## src/rtl/alu_sequencer_if.sv

```systemverilog
// Bus between the ALU sequencer and the rest of the CPU: instruction fetch,
// branch flag, data memory handshake, register-file/ALU controls and status.
interface alu_sequencer_if #(
  parameter int PC_W  = 8,
  parameter int CNT_W = 16
);
  logic             start;
  logic [8:0]       instr;
  logic             taken;
  logic             mem_rdy;
  logic [PC_W-1:0]  pc;
  logic [2:0]       alu_op;
  logic [2:0]       ra_sel;
  logic [2:0]       rb_sel;
  logic             rf_we;
  logic             mem_re;
  logic             mem_we;
  logic             busy;
  logic             done;
  logic [CNT_W-1:0] cyc_cnt;

  // Sequencer side
  modport master (
    input  start, instr, taken, mem_rdy,
    output pc, alu_op, ra_sel, rb_sel, rf_we, mem_re, mem_we, busy, done, cyc_cnt
  );

  // Environment side (memories, register file, ALU, control host)
  modport slave (
    output start, instr, taken, mem_rdy,
    input  pc, alu_op, ra_sel, rb_sel, rf_we, mem_re, mem_we, busy, done, cyc_cnt
  );
endinterface

```

## src/rtl/alu_sequencer.sv

```systemverilog
// Multi-cycle control FSM: fetches one 9-bit instruction at a time, drives the
// shared ALU / register file, resolves pos/beq branches and handshakes lw/sw
// with data memory. Completing the instruction at END_PC ends the program.
module alu_sequencer #(
  parameter int PC_W   = 8,
  parameter int END_PC = 255,
  parameter int CNT_W  = 16
) (
  input  logic           clk,
  input  logic           reset,
  alu_sequencer_if.master bus
);

  typedef enum logic [2:0] {
    S_IDLE  = 3'd0,
    S_FETCH = 3'd1,
    S_EXEC  = 3'd2,
    S_MEM   = 3'd3,
    S_DONE  = 3'd4
  } state_t;

  localparam logic [PC_W-1:0]  PC_ZERO  = {PC_W{1'b0}};
  localparam logic [PC_W-1:0]  PC_ONE   = {{(PC_W-1){1'b0}}, 1'b1};
  localparam logic [PC_W-1:0]  END_PC_V = PC_W'(END_PC);
  localparam logic [CNT_W-1:0] CNT_ZERO = {CNT_W{1'b0}};
  localparam logic [CNT_W-1:0] CNT_ONE  = {{(CNT_W-1){1'b0}}, 1'b1};
  localparam logic [CNT_W-1:0] CNT_MAX  = {CNT_W{1'b1}};

  state_t           state_r;
  logic [PC_W-1:0]  pc_r;
  logic [8:0]       ir_r;
  logic [CNT_W-1:0] cnt_r;

  logic [2:0]       op_s;
  logic             is_mem_s;
  logic             is_branch_s;
  logic             is_lw_s;
  logic             is_sw_s;
  logic             busy_s;
  logic             last_s;
  logic [PC_W-1:0]  off_s;
  logic [PC_W-1:0]  next_pc_s;
  logic [2:0]       alu_op_s;
  logic             rf_we_s;
  logic             mem_re_s;
  logic             mem_we_s;

  assign op_s        = ir_r[8:6];
  assign is_lw_s     = (op_s == 3'b110);
  assign is_sw_s     = (op_s == 3'b111);
  assign is_mem_s    = is_lw_s | is_sw_s;
  assign is_branch_s = (op_s == 3'b011) | (op_s == 3'b101);
  assign busy_s      = (state_r == S_FETCH) | (state_r == S_EXEC) | (state_r == S_MEM);
  assign last_s      = (pc_r == END_PC_V);
  // Branch offset is a signed 6-bit field; the sum is truncated to PC_W.
  assign off_s       = PC_W'($signed(ir_r[5:0]));

  // Next pc: taken branches jump relative, everything else falls through.
  always_comb begin
    if (is_branch_s && bus.taken) begin
      next_pc_s = pc_r + off_s;
    end else begin
      next_pc_s = pc_r + PC_ONE;
    end
  end

  // Control decode from state and IR; forced quiet while reset is asserted so
  // an abort never produces a stray write.
  always_comb begin
    alu_op_s = 3'b000;
    rf_we_s  = 1'b0;
    mem_re_s = 1'b0;
    mem_we_s = 1'b0;
    if (!reset) begin
      case (state_r)
        S_EXEC: begin
          alu_op_s = op_s;
          rf_we_s  = ~is_mem_s & ~is_branch_s;
        end
        S_MEM: begin
          alu_op_s = op_s;
          mem_re_s = is_lw_s;
          mem_we_s = is_sw_s;
          rf_we_s  = is_lw_s & bus.mem_rdy;
        end
        default: begin
          alu_op_s = 3'b000;
          rf_we_s  = 1'b0;
        end
      endcase
    end else begin
      alu_op_s = 3'b000;
      rf_we_s  = 1'b0;
    end
  end

  // Sequencer state, pc, IR and the saturating busy-cycle counter.
  always_ff @(posedge clk) begin
    if (reset) begin
      state_r <= S_IDLE;
      pc_r    <= PC_ZERO;
      ir_r    <= 9'b0_0000_0000;
      cnt_r   <= CNT_ZERO;
    end else begin
      if (busy_s && (cnt_r != CNT_MAX)) begin
        cnt_r <= cnt_r + CNT_ONE;
      end
      case (state_r)
        S_IDLE, S_DONE: begin
          if (bus.start) begin
            pc_r    <= PC_ZERO;
            cnt_r   <= CNT_ZERO;
            state_r <= S_FETCH;
          end
        end
        S_FETCH: begin
          ir_r    <= bus.instr;
          state_r <= S_EXEC;
        end
        S_EXEC: begin
          if (is_mem_s) begin
            state_r <= S_MEM;
          end else begin
            pc_r    <= next_pc_s;
            state_r <= last_s ? S_DONE : S_FETCH;
          end
        end
        S_MEM: begin
          if (bus.mem_rdy) begin
            pc_r    <= next_pc_s;
            state_r <= last_s ? S_DONE : S_FETCH;
          end
        end
        default: begin
          state_r <= S_IDLE;
        end
      endcase
    end
  end

  assign bus.pc      = pc_r;
  assign bus.alu_op  = alu_op_s;
  assign bus.ra_sel  = ir_r[5:3];
  assign bus.rb_sel  = ir_r[2:0];
  assign bus.rf_we   = rf_we_s;
  assign bus.mem_re  = mem_re_s;
  assign bus.mem_we  = mem_we_s;
  assign bus.busy    = busy_s;
  assign bus.done    = (state_r == S_DONE);
  assign bus.cyc_cnt = cnt_r;

endmodule
```

## src/flat_wrapper.sv

```systemverilog
// flat-port wrapper written by rule: the top's interface ports become plain ports
module alu_sequencer_flat 
#(
  parameter int PC_W   = 8,
  parameter int END_PC = 255,
  parameter int CNT_W  = 16
)
  (clk, reset, bus_start, bus_instr, bus_taken, bus_mem_rdy, bus_pc, bus_alu_op, bus_ra_sel, bus_rb_sel, bus_rf_we, bus_mem_re, bus_mem_we, bus_busy, bus_done, bus_cyc_cnt);
  alu_sequencer_if #(.PC_W(PC_W), .CNT_W(CNT_W)) bus_i ();
  input  logic clk;
  input  logic reset;
  input wire logic [$bits(bus_i.start)-1:0] bus_start;
  input wire logic [$bits(bus_i.instr)-1:0] bus_instr;
  input wire logic [$bits(bus_i.taken)-1:0] bus_taken;
  input wire logic [$bits(bus_i.mem_rdy)-1:0] bus_mem_rdy;
  output wire logic [$bits(bus_i.pc)-1:0] bus_pc;
  output wire logic [$bits(bus_i.alu_op)-1:0] bus_alu_op;
  output wire logic [$bits(bus_i.ra_sel)-1:0] bus_ra_sel;
  output wire logic [$bits(bus_i.rb_sel)-1:0] bus_rb_sel;
  output wire logic [$bits(bus_i.rf_we)-1:0] bus_rf_we;
  output wire logic [$bits(bus_i.mem_re)-1:0] bus_mem_re;
  output wire logic [$bits(bus_i.mem_we)-1:0] bus_mem_we;
  output wire logic [$bits(bus_i.busy)-1:0] bus_busy;
  output wire logic [$bits(bus_i.done)-1:0] bus_done;
  output wire logic [$bits(bus_i.cyc_cnt)-1:0] bus_cyc_cnt;
  assign bus_i.start = bus_start;
  assign bus_i.instr = bus_instr;
  assign bus_i.taken = bus_taken;
  assign bus_i.mem_rdy = bus_mem_rdy;
  assign bus_pc = bus_i.pc;
  assign bus_alu_op = bus_i.alu_op;
  assign bus_ra_sel = bus_i.ra_sel;
  assign bus_rb_sel = bus_i.rb_sel;
  assign bus_rf_we = bus_i.rf_we;
  assign bus_mem_re = bus_i.mem_re;
  assign bus_mem_we = bus_i.mem_we;
  assign bus_busy = bus_i.busy;
  assign bus_done = bus_i.done;
  assign bus_cyc_cnt = bus_i.cyc_cnt;
  alu_sequencer #(.PC_W(PC_W), .END_PC(END_PC), .CNT_W(CNT_W)) u_core (.clk(clk), .reset(reset), .bus(bus_i));
endmodule
```

## config.mk

```make
export PLATFORM = sky130hd
export DESIGN_NAME = alu_sequencer_flat
export DESIGN_NICKNAME = d
export VERILOG_FILES = /design/src/rtl/alu_sequencer_if.sv /design/src/rtl/alu_sequencer.sv /design/src/flat_wrapper.sv
export SDC_FILE = /design/constraint.sdc
export NUM_CORES = 1
export LEC_CHECK = 0
export CAP_MARGIN = 20
export CORE_UTILIZATION = 40
export CTS_CLUSTER_DIAMETER = 120
export DETAILED_ROUTE_END_ITERATION = 16
export HOLD_SLACK_MARGIN = 0.05
export MAX_ROUTING_LAYER = met4
export PLACE_DENSITY = 0.7
export SLEW_MARGIN = 20
export SYNTH_ARGS = -nofsm -noshare
export SYNTH_HDL_FRONTEND = slang
export SYNTH_SLANG_ARGS = --single-unit
export TNS_END_PERCENT = 1
```

## constraint.sdc

```tcl
create_clock -name clk -period 2.87 [get_ports clk]
set_input_delay 0.861 -clock clk [delete_from_list [all_inputs] [get_ports clk]]
set_output_delay 0.861 -clock clk [all_outputs]
set_load 0.02 [all_outputs]
```

# ---- After elaboration in Yosys (flattened, before gate mapping)
# Cells that the tools add are included.
dict set report word_totals {
  regBits 36
  input_bits 14
  out_inout_bits 38
  word_cells 57
}
dict set report op_classes {
  n_addsub 3
  n_eq_ne 13
  mux 21
  bitwise_logic 8
  n_reduce_logical 8
}
# op n
set ops {}
lappend ops {{$mux 16} 3}
lappend ops {{$mux 8} 4}
lappend ops {{$pmux 8 s3} 1}
lappend ops {{$mux 3} 6}
lappend ops {{$add 16x1->16 const B} 1}
lappend ops {{$ne 16x16->1 const B} 1}
lappend ops {{$eq 3x3->1 const B} 4}
lappend ops {{$pmux 3 s4} 1}
lappend ops {{$eq 3x2->1 const B} 3}
lappend ops {{$add 8x1->8 const B} 1}
lappend ops {{$add 8x8->8} 1}
lappend ops {{$eq 8x8->1 const B} 1}
lappend ops {{$ne 2x2->1 const B} 3}
lappend ops {{$mux 1} 5}
lappend ops {{$or 1x1->1} 4}
lappend ops {{$reduce_and 4->1} 1}
lappend ops {{$reduce_or 2->1} 2}
lappend ops {{$eq 3x1->1 const B} 1}
lappend ops {{$logic_not 3->1} 1}
lappend ops {{$reduce_bool 3->1} 1}
lappend ops {{$and 1x1->1} 2}
lappend ops {{$logic_and 1x1->1} 2}
lappend ops {{$not 1->1} 2}
lappend ops {{$pmux 1 s2} 1}
lappend ops {{$reduce_and 2->1} 1}

# ---- Longest topological paths before layout
# Gate-level depths: netlist of run 1.
dict set report depth {
  ltp_word 7
  mapped_depth 12
  mapped_depth_nobuf 11
}

# ---- Worst setup path before layout of run 1
# No wires, ideal clock.
dict set report synth_path {
  kind {input to output}
  startpoint {in bus_mem_rdy}
  endpoint {out bus_rf_we}
  t_arrival_ns 2.519
  slack_ns -0.510
  path_stages 3
  n_path_buf 0
  path_cell_list {inv_1 -> or4_1 -> a2111oi_0}
}
dict set report synth_between {
  elab_chain_len 3
}
# element line
set synth_lines {}
lappend synth_lines {{start, declared} flat_wrapper.sv:15} ;# input wire logic [$bits(bus_i.mem_rdy)-1:0] bus_mem_rdy;
lappend synth_lines {{$and 1x1->1} alu_sequencer.sv:84} ;# rf_we_s = is_lw_s & bus.mem_rdy;
lappend synth_lines {{$pmux 1 s2} alu_sequencer.sv:75} ;# case (state_r)
lappend synth_lines {{$mux 1} alu_sequencer.sv:74} ;# if (!reset) begin
lappend synth_lines {{end, declared} flat_wrapper.sv:20} ;# output wire logic [$bits(bus_i.rf_we)-1:0] bus_rf_we;
# No other way between the ends.

# ---- Final worst setup path of run 1
# Same ends and word-level chain as after synthesis.

==> impl_results.md, run 1 <==
- Status: finished clean
- Post-route ant nets: 0
- Die W: 73.17 µm
- Leakage power: 0.001136 µW
- Vias per inst: just over 5
- CP delay by family, top: simple AND/OR/NAND/NOR gates
- Drt total wl: 5.047 mm
- Reg clk slew, reported paths: 0.07 ns
- Dpl cells: 365
- Pins over their slew limit: 0
- First-pass GRT wire length: 8.155 mm
- Max-cap violations: 0
- Nets@finish: 328
- DRC: 0
- Worst path slowest cell: or4_4
- Clock Latency Late Sink: 0.29 ns
- Worst Skew: 0.004591 ns
- Post-synthesis cell type count: 49
- Internal: 886.4 µW
- Async SR Flop Fraction: 0%
- Number of setup buffers added after CTS: 0
- Routed wirelength normalized by instance count: 13.53 µm
- Worst Hold Path Cells: 2
- Seq cells post-synth: 36
- Predominant post-synthesis flop cell: dfxtp_1
- Die Ht: between 70 and 80 µm
- Layout cells sized above 1: 20.92%
- RR Startpoint: u_core.ir_r[7]
- Endpoint, Worst Hold: u_core.ir_r[2]
- RSZ-0062 raised after global routing: true
- CP Data Arrival Time: 1.97 ns
- Mapped Nets: 261
- CP Launch Type: primary input
- Comb power frac: 12.1%
- Antenna violations before repair: 0
- Pre-CTS setup slack: -0.9584 ns
- Ranking of synthesized cells by area: dfxtp_1, nor2_1, ha_1
- Max Fclk: 0.3532 GHz
- VDD IR max: about 0.25 mV
- Area growth syn-to-layout: 42.19%
- Storage cell area: 720.7 µm²
- Core ar.: 4786 µm²
- Reg power frac: 44.8%
- Buffers and inverters on the worst path: 3
- Top post-synthesis cells by count: nor2_1, dfxtp_1, nand3_1
- Worst Setup Slack, final: 0.03862 ns
- Final cycle utilization of the critical path: 98.65%
- Total iterations of the first detailed-routing run: 7
- Root buf cell: clkbuf_8
- Slowest Stage Delay on Critical Path: 0.49 ns
- Critical path class: primary input to output port
- Worst-path cell chain: buf_2 > inv_1 > or4_4 > a2111oi_4 > buf_4
- Switching part of the total: 23.82%
- Area occupied by multi-input gates: 1239 µm²
- Grt total ovfl: 0
- Die area: 5353 µm²
- Filler Cells Inserted: 431
- Final hold violations: 0
- Top-count cell post-synth: nor2_1
- Clock Power Share: 43.0%
- Cells on worst reg2reg path: 12
- Synth area leader: dfxtp_1
- GRT Total Usage: 20.46%
- Synth warn: 0
- Longest Clk Path Bufs: 2
- N_diodes: 0
- Cts hold-fix bufs: 0
- Register area share after synthesis: 35.58%
- Number of CTS-inserted buffers: 5
- Hold/Removal Path Class: flip-flop to flip-flop
- Total vias in the final route: 1890
- Syn_area_per_cell: roughly 8.5 µm²
- Worst-path fanout max: 2
- DP Area: 2730 µm²
- Vias in the first global route: around 1800
- Design area: 2880 µm²
- Mapped cell area: 2026 µm²
- Post-synth EDFFs: 0
- Hold wc startpoint: u_core.ir_r[2]
- Synth top area share: 35.58%
- Largest net degree at the start of global routing: 15
- WP data required: 2.01 ns
- Worst relative slew slack: 37.53%
- H-tree depth: 2
- Num ports: 52
- Initial Util: 42.33%
- Post-Syn Instances: 238
- Port Buffers: 51
- CTS Sinks: 36
- Net Sw Power: 277.2 µW
- Total power: approximately 1200 µW
- Min Tclk post-route: 2.831 ns
- Worst Max-Slew Pin Slew: 0.9330 ns
- CP endpoint kind: output port
- Hpwl dp: 3.742 mm
- Reg2reg setup slack: 0.23 ns
- Finish-stage setup viols: 0
- Initial DRC count: between 80 and 90
- Layout Cells excl Fill: 373
- Capture point of the worst reg-to-reg path: u_core.bus.pc[7]
- Pwr/cell area: between 400 and 500 nW/µm²
- Placer Congestion: 0.8665
- CTS tree: built
- Rows: 25
## worst max-delay path by stage
stage	from	end	depth (start not counted)
2_1_floorplan	bus_taken	u_core.bus.pc[6]	10
3_3_place_gp	bus_mem_rdy	bus_rf_we	5
3_5_place_dp	bus_mem_rdy	bus_rf_we	5
4_1_cts	bus_taken	u_core.bus.pc[6]	11
5_1_grt	bus_mem_rdy	bus_rf_we	5
6_report	bus_mem_rdy	bus_rf_we	5
## per-stage QoR
stage,hold slack (ns),utilization (%),TNS (ns)
floorplan,0.4389,-,0
global placement,0.4931,57.05,-4.132
detailed placement,0.5049,57.05,-4.189
CTS,0.5267,59.90,-0.06909
global route,0.5525,60.18,-0.03765
finish,0.5278,60.18,0
## kinds of logic (layout without fill, tap and decap cells)
kind of cell | count (synthesis) | in the layout | synth area share (%)
multiplexers | 10 | 10 | 4.942
buffers and inverters | 23 | 91 | 6.114
XOR/XNOR | 18 | 18 | 7.783
AND/OR/NAND/NOR | 108 | 108 | 28.66
adder cells (fa/ha/maj) | 9 | 9 | 5.930
AO/OA/AOI/OAI | 34 | 34 | 10.99
flip-flops | 36 | 36 | 35.58
## cells in the final DEF (no fill, tap or decap), types with 6 or more instances in the layout
cell type        synthesis  routed
nand2_1                 11      11
inv_1                    8       8
a31oi_1                  7       7
xnor2_1                 10      10
a21oi_1                 11       9
nor2_1                  42      41
ha_1                     8       6
mux2i_1                 10      10
clkdlybuf4s50_1          0      43
xor2_1                   8       8
nand3_1                 13      13
buf_4                    7      23
dfxtp_1                 36      36
clkbuf_8                 0       7
nand4_1                  6       6
## power by group through the flow
stage               logic [µW]  registers, µW  clock network (µW)
global route               154            523                 527
floorplan                 80.7            534                   0
CTS                        141            521                 510
global placement           140            532                   0
finish                     141            521                 501
detailed placement         141            533                   0
## worst reg2reg max path, stage by stage (launching register included)
cell	delay, ns
dfxtp_1	0.31
buf_4	0.15
xor2_1	0.16
and3_4	0.18
buf_6	0.12
and2_4	0.16
ha_1	0.27
a21o_1	0.13
nand4_1	0.14
a32oi_2	0.25
xnor2_1	0.11
or4_1	0.51
nand3_1	0.09
## metal layers
layer	track usage, %	part of all wire, %	up-vias
met1	25.44	47	859
met5	-	0	-
li1	-	-	965
met3	3.039	5.1	8
met4	7.625	1.2	0
met2	33.44	47	58
## cell type report
type,count,area share (%)
Multi-Input combinational cell,179,43.01
Sequential cell,36,25.02
Timing Repair Buffer,75,23.63
Clock buffer,7,3.345
Tap cell,67,2.911
Clock inverter,1,1.043
Inverter,8,1.043
## repair_timing
action | in CTS | in global routing
pin swaps | 5 | 7
setup endpoints to repair | 9 | 7
gates resized for setup | 31 | 8
## sequential cells by signal, summed over array words and instances, names as in the netlist
signal              count
u_core.bus.cyc_cnt     16
u_core.ir_r             9
u_core.bus.pc           8
u_core.state_r          3
(Power assumes the default switching activity.)
==> run 2: changes to the inputs <==
CTS_CLUSTER_DIAMETER = 150   (was 120)
REMOVE_ABC_BUFFERS = 1   (was not set)
==> run 2 against run 1 <==
Clock skew grew 0.0048 ns. Clock power down 23%. Setup slack lost 0.034 ns. Clock-buffer cell count shrank 1. Highest routed layer unchanged.
==> impl_results.md, run 2 (synthesized netlist as in run 1, its figures left out) <==
- Status: finished clean
- DRC: 0 (unchanged)
- Drt total wl: 4.869 mm (-3.5%)
- CP delay by family, top: simple AND/OR/NAND/NOR gates
- Pins over their slew limit: 0 (unchanged)
- VDD IR max: 0.3247 mV (+32%)
- Clock Latency Late Sink: 0.30 ns (about the same)
- N_diodes: 0 (unchanged)
- Critical path class: primary input to output port
- Max reg flops: 16 (unchanged)
- H-tree depth: 2 (unchanged)
- Worst relative slew slack: 40.47% (+2.9 points)
- Layout Cells excl Fill: 374 (+0.27%)
- Nets@finish: 329 (+0.30%)
- First-pass GRT wire length: 7.790 mm (-4.5%)
- Finish-stage setup viols: 0 (unchanged)
- Longest Clk Path Bufs: 2 (unchanged)
- Layout cells sized above 1: 20.52% (-0.39 points)
- CTS tree: built
- WP data required: 2.01 ns (about the same)
- RSZ-0062 raised after global routing: true
- Total vias in the final route: 1910 (+1.1%)
- Area growth syn-to-layout: 42.12% (about the same)
- Die area: 5353 µm² (unchanged)
- Number of CTS-inserted buffers: 5 (unchanged)
- Placer Congestion: 0.8116 (-6.3%)
- Dpl cells: 364 (-0.27%)
- Leakage power: 0.001137 µW (+0.12%)
- Hpwl dp: 3.397 mm (-9.2%)
- Num ports: 52 (unchanged)
- Pwr/cell area: 362.4 nW/µm² (-10%)
- Vias in the first global route: 1718 (-3.2%)
- Initial DRC count: 64 (-23%)
- Port Buffers: 51 (unchanged)
- GRT Total Usage: 19.21% (-1.2 points)
- Rows: 25 (unchanged)
- Commonest cells after routing, fill and taps aside: nor2_1, clkdlybuf4s50_1, dfxtp_1
- Worst-path cell chain: buf_6 > inv_2 > or4_4 > a2111oi_4 > buf_4
- Vias per inst: 5.107 (+0.79%)
- Die Ht: 73.17 µm (unchanged)
- Buffers and inverters on the worst path: 3 (unchanged)
- Worst path slowest cell: or4_4
- Grt total ovfl: 0 (unchanged)
- CP Data Arrival Time: 2.00 ns (+0.03 ns)
- Final hold violations: 0 (unchanged)
- Worst-path fanout max: 2 (unchanged)
- Die W: 73.17 µm (unchanged)
- Routed wirelength normalized by instance count: 13.02 µm (-3.8%)
- Total iterations of the first detailed-routing run: 4 (-3)
- Root buf cell: clkbuf_8
- Post-route ant nets: 0 (unchanged)
- Min Tclk post-route: 2.865 ns (+0.03376 ns)
- Initial Util: 42.33% (unchanged)
- Max-cap violations: 0 (unchanged)
- Worst Max-Slew Pin Slew: 0.8890 ns (-0.04394 ns)
- Antenna violations before repair: 0 (unchanged)
- Core ar.: 4786 µm² (unchanged)
- CP endpoint kind: output port
- Hold/Removal Path Class: flip-flop to flip-flop
- Largest net degree at the start of global routing: 20 (+5)
- Cts hold-fix bufs: 0 (unchanged)
- CP Launch Type: primary input
- CTS Sinks: 36 (unchanged)
- Final cycle utilization of the critical path: 99.83% (+1.2 points)
- Worst Setup Slack, final: 0.004857 ns (-0.03376 ns)
- Slowest Stage Delay on Critical Path: 0.49 ns (about the same)
- Pre-CTS setup slack: -0.9647 ns (-0.006280 ns)
- Reg clk slew, reported paths: 0.07 ns (about the same)
- Max Fclk: 0.3490 GHz (-1.2%)
- Worst Skew: 0.009440 ns (+0.004849 ns)
run 2: worst paths after layout:
kind	startpoint	to	slack (ns)	cells past startpoint
setup / recovery	bus_mem_rdy	bus_rf_we	0.005	5
hold / removal	u_core.state_r[2]	u_core.state_r[1]	0.53	2
setup reg to reg	u_core.ir_r[7]	u_core.bus.pc[7]	0.27	12
hold reg to reg	u_core.state_r[2]	u_core.state_r[1]	0.53	2
run 2: area by class of cell:
class / instances / area (µm²)
clock buffers: 6 / 82.58
clock inverters: 2 / 10.01
fillers: 410 / 1907
inverters: 8 / 30.03
multi-input cells: 179 / 1255
flip-flops and latches: 36 / 720.7
well taps: 67 / 83.83
repair buffers: 76 / 696.9
run 2: what timing repair did:
action | CTS | global route
pin swaps | 5 | 11
setup buffers | 0 | 2
endpoints found under the hold margin | 0 | 0
resized for setup | 21 | 12
setup endpoints to repair | 9 | 5
run 2: report_power, final:
group	switching [µW]	leakage (µW)	internal, µW
Clock	193	0.0000510	192
Sequential	9.87	0.000291	511
Combinational	71.0	0.000795	66.3
run 2: per-stage QoR:
stage | power (µW) | hold WS (ns) | instance area, µm² | utilization, % | TNS (ns)
floorplan | 596.0 | 0.4389 | 1932 | - | -0.5103
global placement | 665.2 | 0.4947 | 2704 | 56.50 | -4.219
detailed placement | 667.0 | 0.5144 | 2704 | 56.50 | -4.239
CTS | 1047 | 0.5284 | 2821 | 58.95 | -0.1469
global route | 1084 | 0.5596 | 2879 | 60.16 | -0.03082
finish | 1043 | 0.5304 | 2879 | 60.16 | 0
run 2: worst min-delay path: stages, from the launching register on:
cell,delay [ns]
dfxtp_1,0.32
buf_4,0.12
nor4_1,0.05
run 2: metal layers:
metal | vias to the layer above | part of all wire [%] | GRT usage (%)
li1 | 960 | - | -
met1 | 900 | 49 | 25.99
met2 | 43 | 46 | 28.50
met3 | 7 | 3.9 | 3.729
met4 | 0 | 1.3 | 6.536
met5 | - | 0 | -
